==> src/rtl/time_tmr_issue_if.sv <==
// Handshake bundle for the time-redundant TMR issue stage: the upstream
// element stream and the downstream stream of tagged copies.
interface time_tmr_issue_if #(
  parameter type         DataType = logic,
  parameter int unsigned IDSize   = 1
);
  // Upstream side
  DataType             data_i;
  logic                valid_i;
  logic                ready_o;
  // Downstream side
  DataType             data_o;
  logic [IDSize-1:0]   id_o;
  logic [1:0]          replica_o;
  logic                valid_o;
  logic                ready_i;

  // The issue stage itself
  modport slave (
    input  data_i, valid_i, ready_i,
    output ready_o, data_o, id_o, replica_o, valid_o
  );

  // The environment around the issue stage (upstream producer + downstream voter)
  modport master (
    output data_i, valid_i, ready_i,
    input  ready_o, data_o, id_o, replica_o, valid_o
  );
endinterface

==> src/rtl/time_tmr_issue.sv <==
// Time-redundant TMR issue stage: accepts one element, then issues it three
// times back-to-back tagged with a per-element ID so the downstream voter can
// separate consecutive elements. With enable_i low it is a plain wire.
module time_tmr_issue #(
  parameter type         DataType = logic,
  parameter int unsigned IDSize   = 1
) (
  input  logic            clk_i,
  input  logic            rst_i,
  input  logic            enable_i,
  time_tmr_issue_if.slave bus
);

  typedef enum logic {
    IDLE,  // buffer empty
    SEND   // buffer full, issuing copy cnt_q
  } state_e;

  localparam logic [1:0] LastCopy = 2'd2;

  state_e            state_q, state_d;
  DataType           data_q, data_d;
  logic [IDSize-1:0] id_q, id_d;
  logic [IDSize-1:0] id_next_q, id_next_d;
  logic [1:0]        cnt_q, cnt_d;
  logic              accept;

  // Next-state logic and output muxing for both replicate and bypass modes.
  always_comb begin
    // NOTE: every signal written here gets a default first, so no path can leave one unassigned and infer a latch.
    state_d       = state_q;
    data_d        = data_q;
    id_d          = id_q;
    id_next_d     = id_next_q;
    cnt_d         = cnt_q;
    accept        = 1'b0;
    bus.data_o    = data_q;
    bus.id_o      = id_q;
    bus.replica_o = 2'd0;
    bus.valid_o   = 1'b0;
    bus.ready_o   = 1'b0;

    if (!enable_i) begin
      // Bypass: straight wire; any held element is dropped, the ID is frozen.
      bus.data_o  = bus.data_i;
      bus.valid_o = bus.valid_i;
      bus.ready_o = bus.ready_i;
      bus.id_o    = id_next_q;
      state_d     = IDLE;
      cnt_d       = 2'd0;
    end else begin
      unique case (state_q)
        IDLE: begin
          bus.ready_o = 1'b1;
          accept      = bus.valid_i;
        end
        SEND: begin
          bus.valid_o   = 1'b1;
          bus.replica_o = cnt_q;
          if (bus.ready_i) begin
            if (cnt_q != LastCopy) begin
              cnt_d = cnt_q + 2'd1;
            end else begin
              // Last copy leaving: the buffer frees up this very cycle, so a
              // waiting element can be reloaded without a bubble.
              bus.ready_o = 1'b1;
              accept      = bus.valid_i;
              if (!bus.valid_i) state_d = IDLE;
            end
          end
        end
        default: state_d = IDLE;
      endcase

      if (accept) begin
        data_d    = bus.data_i;
        id_d      = id_next_q;
        id_next_d = id_next_q + IDSize'(1);
        cnt_d     = 2'd0;
        state_d   = SEND;
      end
    end
  end

  // State and element buffer registers.
  always_ff @(posedge clk_i or posedge rst_i) begin
    if (rst_i) begin
      // NOTE: the data buffer is a single register, not a memory, so it is reset to keep data_o defined after reset.
      state_q   <= IDLE;
      data_q    <= '0;
      id_q      <= '0;
      id_next_q <= '0;
      cnt_q     <= 2'd0;
    end else begin
      // NOTE: non-blocking assignments so every register samples pre-edge values regardless of statement order.
      state_q   <= state_d;
      data_q    <= data_d;
      id_q      <= id_d;
      id_next_q <= id_next_d;
      cnt_q     <= cnt_d;
    end
  end

endmodule

==> src/flat_wrapper.sv <==
// flat-port wrapper written by rule: the top's interface ports become plain ports
module time_tmr_issue_flat 
#(
  parameter type         DataType = logic,
  parameter int unsigned IDSize   = 1
)
  (clk_i, rst_i, enable_i, bus_data_i, bus_valid_i, bus_ready_i, bus_ready_o, bus_data_o, bus_id_o, bus_replica_o, bus_valid_o);
  time_tmr_issue_if #(.DataType(DataType), .IDSize(IDSize)) bus_i ();
  input  logic clk_i;
  input  logic rst_i;
  input  logic enable_i;
  input wire logic [$bits(bus_i.data_i)-1:0] bus_data_i;
  input wire logic [$bits(bus_i.valid_i)-1:0] bus_valid_i;
  input wire logic [$bits(bus_i.ready_i)-1:0] bus_ready_i;
  output wire logic [$bits(bus_i.ready_o)-1:0] bus_ready_o;
  output wire logic [$bits(bus_i.data_o)-1:0] bus_data_o;
  output wire logic [$bits(bus_i.id_o)-1:0] bus_id_o;
  output wire logic [$bits(bus_i.replica_o)-1:0] bus_replica_o;
  output wire logic [$bits(bus_i.valid_o)-1:0] bus_valid_o;
  assign bus_i.data_i = bus_data_i;
  assign bus_i.valid_i = bus_valid_i;
  assign bus_i.ready_i = bus_ready_i;
  assign bus_ready_o = bus_i.ready_o;
  assign bus_data_o = bus_i.data_o;
  assign bus_id_o = bus_i.id_o;
  assign bus_replica_o = bus_i.replica_o;
  assign bus_valid_o = bus_i.valid_o;
  time_tmr_issue #(.DataType(DataType), .IDSize(IDSize)) u_core (.clk_i(clk_i), .rst_i(rst_i), .enable_i(enable_i), .bus(bus_i));
endmodule
==> config.mk <==
export PLATFORM = sky130hd
export DESIGN_NAME = time_tmr_issue_flat
export DESIGN_NICKNAME = d
export VERILOG_FILES = /design/src/rtl/time_tmr_issue_if.sv /design/src/rtl/time_tmr_issue.sv /design/src/flat_wrapper.sv
export SDC_FILE = /design/constraint.sdc
export NUM_CORES = 1
export LEC_CHECK = 0
export ABC_AREA = 1
export CAP_MARGIN = 20
export CORE_AREA = 2 2 39 41
export DETAILED_ROUTE_END_ITERATION = 8
export DIE_AREA = 0 0 41 43
export MAX_ROUTING_LAYER = met4
export RECOVER_POWER = 50
export SLEW_MARGIN = 0
export SYNTH_ARGS = -nofsm -noshare
export SYNTH_HDL_FRONTEND = slang
export SYNTH_SLANG_ARGS = --single-unit
==> constraint.sdc <==
create_clock -name clk_i -period 3.2 [get_ports clk_i]
set_input_delay 0.64 -clock clk_i [delete_from_list [all_inputs] [get_ports clk_i]]
set_output_delay 0.64 -clock clk_i [all_outputs]
set_load 0.1 [all_outputs]
=== Yosys cells after proc, flatten, opt, wreduce, memory -nomap -nowiden ===
Cells that the tools add are included.
W data, S select, Z words.

* Register bits after elaboration: 6
* Output and inout bits: 6

* Equality and inequality tests: 4
* Bitwise logic cells: 1
* Reduce and logical (&&, ||, !) cells: 2
* Add/subtract/negate cells: 2
* Mux-type cells: 25

{| class="wikitable"
|+ Operator list
! operator !! number
|-
| $mux W1 || 16
|-
| $mux W2 || 7
|-
| $ne A3 B1 Y1 const B || 3
|-
| $pmux W1 S2 || 2
|-
| $reduce_and A3 Y1 || 1
|-
| $add A2 B1 Y2 const B || 1
|-
| $ne A2 B2 Y1 const B || 1
|-
| $reduce_and A2 Y1 || 1
|-
| $add A1 B1 Y1 const B || 1
|-
| $not A1 Y1 || 1
|}

=== Depth between registers and ports, before layout ===
Gate-level depths: netlist of the first run.

* Word-level depth: 7
* Depth in mapped cells: 7

=== Worst setup path before layout of the first run ===
No wires, ideal clock.

* Path kind: input -> output
* Start point: input port enable_i
* End point: output port bus_id_o
* Slack: -0.350 ns
* Data arrival time: 2.910 ns
* Stages on the path: 2
* Path buffers: 1
* Cells stage by stage: buf_4 -> o21ai_0

* Word-level cells in the longest chain between the ends: 1

{| class="wikitable"
|+ RTL lines
! element !! line !! RTL
|-
| from (decl) || flat_wrapper.sv:11 || <nowiki>input logic enable_i;</nowiki>
|-
| $mux W1 || time_tmr_issue.sv:43 || <nowiki>if (!enable_i) begin</nowiki>
|-
| to (decl) || flat_wrapper.sv:17 || <nowiki>output wire logic [$bits(bus_i.id_o)-1:0] bus_id_o;</nowiki>
|}

Every way passes these cells.

=== Worst setup path in the final report of the first run ===
* Start point: input port enable_i
* End point: output port bus_data_o

* Word-level cells in the longest chain between the ends: 1

{| class="wikitable"
|+ RTL lines
! element !! line !! RTL
|-
| $mux W1 || time_tmr_issue.sv:43 ||
|-
| to (decl) || flat_wrapper.sv:16 || <nowiki>output wire logic [$bits(bus_i.data_o)-1:0] bus_data_o;</nowiki>
|}

Every way passes these cells.

==> flow_summary.ini, run 1 <==
[critical_path]
r2r-start = u_core.cnt_q[0]
cp_data_arrival_time_ns = 2.02
required_ns = 2.56
r2r_cells = 7
r2r_slack_ns = 2.05
r2r_end = u_core.id_q
end_kind = output pin
critPathKind = input pin to output pin
start_kind = input pin
cp_max_fo = 13

[drt]
dr_wl_met2_um = 277
wl_met3_um = 33
drt-initial-drc-count = 8
ant_nets = 0
wl_met1_um = 358
drc = 0
wl_um = 669
num_vias = 335
viasPerCell = 4.47
wl_per_cell_um = 8.92
first_pass_iters = 4
highest_layer = met3

[synthesis]
yosys-top-cells-area = dfrtp_1, nand2_1, nand4_1
avgSynthCellArea_um2 = 8.13
syn_nets = 53
syn_inst = 46
ys_seq_area_share_pct = 40.1
yosys_register_bits = 6
netlist_area_um2 = 374
synth_top_area_share_pct = 40.1
synth_cell_types = 16
yosysTopAreaCell = dfrtp_1
yosysWarnings = 0

[cells_and_area]
synthToLayoutAreaGrowth_pct = 54.2
fillers = 144
final_nets = 68
drive_above_1_share_pct = 27.1
seq_area_um2 = 150
multi_input_area_um2 = 188
diodes = 0
fin_area_um2 = 577

[power_and_ir_drop]
ir_drop_uv = 355
clkPwrFrac_pct = 23.0
p_comb_share_pct = 43.3
switching_share_pct = 38.6
p_switching_mw = 0.107
internal-power_mw = 0.170
p_leak_nw = 0.259
power.density_mw_per_mm2 = 480
p_seq_share_pct = 33.6

[sta]
drv_slew = 0
worst_pin_slew_ns = 0.419
setup_viol = 0
rsz0062_at_grt = no
period_needed_ns = 2.66
min_period_over_period_pct = 83.1
fin_ws_ns = 0.542
clock.fmax_ghz = 0.376
finalHoldViolations = 0
slew_headroom_pct = 71.9
fin_skew_ns = 0.000176

[global_routing]
grt.overflow.total = 0
grt_max_degree = 14
grt_pass1_wl_um = 1090
grt_pass1_vias = 263
antenna_found_initial = 0
groute.usage.overall_pct = 9.78

[outcome]
run_status = finished, final reports clean

[hold_path]
whs_path_depth = 2
hold_path_end = u_core.id_q
hold_path.class = register to register
hold_start = u_core.id_q

[cts]
clock_latency_ns = 0.23
cts-root-buf = clkbuf_4
cts_sinks = 6
cts_resized = 0
htreeDepth = 1
clkTransAtPathRegs_ns = 0.04
cts_buffers = 3
postCtsHoldBufs = 0
clock_path_buffers = 2
post-cts-setup-buffers = 0
tritoncts = yes

[place]
place_ws_ns = 0.589
hpwl_um = 562
port_buffers = 11
gp_congestion = 0.744
dpl-instance-area_um2 = 557

[die]
core-area_mm2 = 0.00138
placementRows = 14
die_h_um = 43
start_util_pct = 27.0
die_area_mm2 = 0.00176
pin_count = 12
die_w_um = 41

[job]
cap_violations = 0
==> final cells by class <==
cell class,instances,area share [%]
timing repair buffer,11,29.5
clock buffer,3,3.90
sequential,6,26.0
inverter,7,4.56
tap,16,3.47
multi-input combinational,32,32.5
==> power groups by stage <==
stage	Combinational, mW	Sequential, mW	Clock, mW
2_1_floorplan	0.0781	0.0927	0
3_3_place_gp	0.121	0.0939	0
3_5_place_dp	0.122	0.0938	0
4_1_cts	0.122	0.0928	0.0681
5_1_grt	0.127	0.0949	0.0729
6_report	0.120	0.0931	0.0638
==> how the worst max path moves through the flow <==
stage | slack [ns] | endpoint | from
floorplan | -0.35 | bus_id_o | enable_i
global placement | 0.61 | bus_data_o | enable_i
detailed placement | 0.59 | bus_valid_o | enable_i
CTS | 0.59 | bus_valid_o | enable_i
global route | 0.46 | bus_replica_o[1] | enable_i
finish | 0.54 | bus_data_o | enable_i
==> cells in the final DEF, fill, tap and decap left out <==
cell / count
dfrtp_1: 6
nand4_1: 5
nand3_1: 1
clkdlybuf4s50_1: 3
nand2_4: 1
mux2_2: 1
clkbuf_4: 3
nand2_1: 11
a31oi_1: 1
buf_12: 6
a21boi_0: 1
inv_1: 7
dlygate4sd3_1: 2
nor2_1: 3
nand2_2: 2
ha_1: 1
nand3_2: 1
o21ai_0: 2
a21oi_2: 2
==> flip-flops by register name (all words and copies together), names as in the netlist <==
register and count:
u_core.id_q 1, u_core.id_next_q 1, u_core.cnt_q 2, u_core.state_q 1
u_core.data_q 1
==> kinds of logic after synthesis <==
group                      Yosys count  synth area share [%]
adders and majority gates            1                  3.34
and+or+nand+nor                     24                  33.4
muxes                                1                  3.01
DFF                                  6                  40.1
AOI/OAI and AO/OA                    6                  11.0
buffers and inverters                8                  9.03
==> layer usage <==
| metal | GRT usage [%] | vias to the layer above |
|---|---|---|
| li1 | - | 181 |
| met1 | 15.3 | 145 |
| met2 | 9.38 | 9 |
| met3 | 3.14 | 0 |
| met4 | 8.00 | 0 |
| met5 | - | - |
==> worst max-delay path, stage by stage <==
cell           delay, ns
dlygate4sd3_1       0.79
mux2_2              0.41
buf_12              0.17
==> stage by stage <==
| step | instances | hold WS (ns) | util, % | power (mW) | TNS (ns) |
|---|---|---|---|---|---|
| floorplan | 46 | 0.431 | - | 0.171 | -0.701 |
| global placement | 72 | 0.464 | 40.2 | 0.215 | 0 |
| detailed placement | 72 | 0.462 | 40.2 | 0.216 | 0 |
| CTS | 75 | 0.474 | 41.9 | 0.283 | 0 |
| global route | 75 | 0.505 | 41.7 | 0.295 | 0 |
| finish | 75 | 0.471 | 41.7 | 0.277 | 0 |
==> synth_stat cells <==
cell type  instances
a21boi_1           1
a21oi_2            2
a31oi_1            1
buf_4              1
dfrtp_1            6
ha_1               1
inv_1              7
mux2_2             1
nand2_1           10
nand2_2            3
nand2_4            1
nand3_1            1
nand3_2            1
nand4_1            5
nor2_1             3
o21ai_0            2
Note: power is estimated with default switching activity, not from simulation.
==> inputs of run 2 (changes only) <==
clock period = 2.3 ns   (was 3.2 ns; I/O delays follow)
==> flow_summary.ini, run 2 (synthesis gave the netlist of run 1 again) <==
[power_and_ir_drop]
power.density_mw_per_mm2 = 658
p_seq_share_pct = 32.6
clkPwrFrac_pct = 23.8
internal-power_mw = 0.241
p_comb_share_pct = 43.5
p_switching_mw = 0.156
p_leak_nw = 0.269
switching_share_pct = 39.4
ir_drop_uv = 437

[critical_path]
endpoint = bus_id_o
end_kind = output pin
cp_data_arrival_time_ns = 1.64
r2r_slack_ns = 1.12
required_ns = 1.84
r2r_end = u_core.id_next_q
r2r_cells = 7
cp_max_fo = 9
critPathKind = input pin to output pin
r2r-start = u_core.cnt_q[0]
cp-startpoint = enable_i
start_kind = input pin

[sta]
drv_slew = 0
rsz0062_at_grt = no
clock.fmax_ghz = 0.477
setup_viol = 0
holdWs_ns = 0.474
fin_skew_ns = 0.000295
finalHoldViolations = 0
slew_headroom_pct = 83.9
setup_tns_ns = 0
min_period_over_period_pct = 91.1
worst_pin_slew_ns = 0.240
period_needed_ns = 2.10

[cts]
post-cts-setup-buffers = 0
cts_resized = 0
clkTransAtPathRegs_ns = 0.04
clock_path_buffers = 2
cts-root-buf = clkbuf_4
clock_latency_ns = 0.24
cts_buffers = 3
tritoncts = yes
postCtsHoldBufs = 0
htreeDepth = 1
cts_sinks = 6

[cells_and_area]
largest_register_ffs = 2
final_common_cell = nand2_1
synthToLayoutAreaGrowth_pct = 61.2
diodes = 0
final_nets = 70
final_util_pct = 43.6
largest-register = u_core.cnt_q
drive_above_1_share_pct = 34.4
mostFrequentLayoutCells = nand2_1, inv_1, buf_12, dfrtp_1, nand4_1

[die]
core-area_mm2 = 0.00138
placementRows = 14
die_area_mm2 = 0.00176
die_w_um = 41
pin_count = 12
start_util_pct = 27.0
die_h_um = 43

[drt]
first_pass_iters = 4
wl_per_cell_um = 9.58
viasPerCell = 4.48
num_vias = 345
drt-initial-drc-count = 5
ant_nets = 0
drc = 0
wl_um = 738

[place]
hpwl_um = 586
gp_congestion = 0.733
port_buffers = 11

[global_routing]
groute.usage.overall_pct = 11.3
grt_max_degree = 10
grt_pass1_vias = 325
grt.overflow.total = 0
antenna_found_initial = 0
grt_pass1_wl_um = 1280

[hold_path]
hold_path.class = register to register

[outcome]
run_status = finished, final reports clean

[job]
cap_violations = 0
## run 2: cell types whose count changed in the layout (fill, tap and decap cells not counted), sizes merged
cell and change:
buf +2
## run 2: area by class of cell
| class | instances | area [um2] |
|---|---|---|
| Clock buffer | 3 | 22.5 |
| Fill cell | 143 | 781 |
| Inverter | 7 | 26.3 |
| Multi-Input combinational cell | 32 | 199 |
| Sequential cell | 6 | 150 |
| Tap cell | 16 | 20.0 |
| Timing Repair Buffer | 13 | 185 |
## run 2: power by group through the flow
stage | logic (mW) | clock network, mW | registers, mW
final | 0.173 | 0.0945 | 0.130
after floorplan | 0.111 | 0 | 0.129
after global placement | 0.174 | 0 | 0.130
after detailed placement | 0.174 | 0 | 0.131
after CTS | 0.175 | 0.0983 | 0.129
after global routing | 0.182 | 0.106 | 0.131
## run 2: worst min path at each step
stage / start / endpoint / slack, ns / cells past startpoint
after floorplan: rst_i / u_core.cnt_q[0] / 0.25 / 1
after global placement: u_core.data_q / u_core.data_q / 0.46 / 2
after detailed placement: u_core.id_q / u_core.id_q / 0.46 / 2
after CTS: rst_i / u_core.id_next_q / 0.44 / 2
after global routing: u_core.id_q / u_core.id_q / 0.50 / 2
final: u_core.data_q / u_core.data_q / 0.47 / 2
## run 2: metrics by stage
stage          instance area [um2]  std cells  setup WS (ns)  power (mW)
2_1_floorplan                  385         46         -0.134       0.240
3_3_place_gp                   583         74          0.213       0.304
3_5_place_dp                   583         74          0.218       0.305
4_1_cts                        606         77          0.205       0.403
5_1_grt                        603         77          0.130       0.419
6_report                       603         77          0.204       0.397
## run 2: critical path, cell delays in order
cell and delay [ns]:
clkdlybuf4s50_1 0.56, buf_4 0.20, nand2_1 0.06, o21ai_1 0.14, buf_12 0.21
## run 2: per-layer routing
metal | global-route usage (%) | vias up | routed length (um)
met4 | 8.67 | 0 | 8
met2 | 13.4 | 12 | 319
met3 | 3.14 | 2 | 53
met1 | 15.4 | 144 | 357
li1 | - | 187 | -
met5 | - | - | 0
==> inputs of run 3 (changes only) <==
CTS_CLUSTER_DIAMETER = 100   (was not set)
HOLD_SLACK_MARGIN = 0.05   (was not set)
==> results of run 3 <==
Final layout, timing and power as in run 2 (identical DEF).
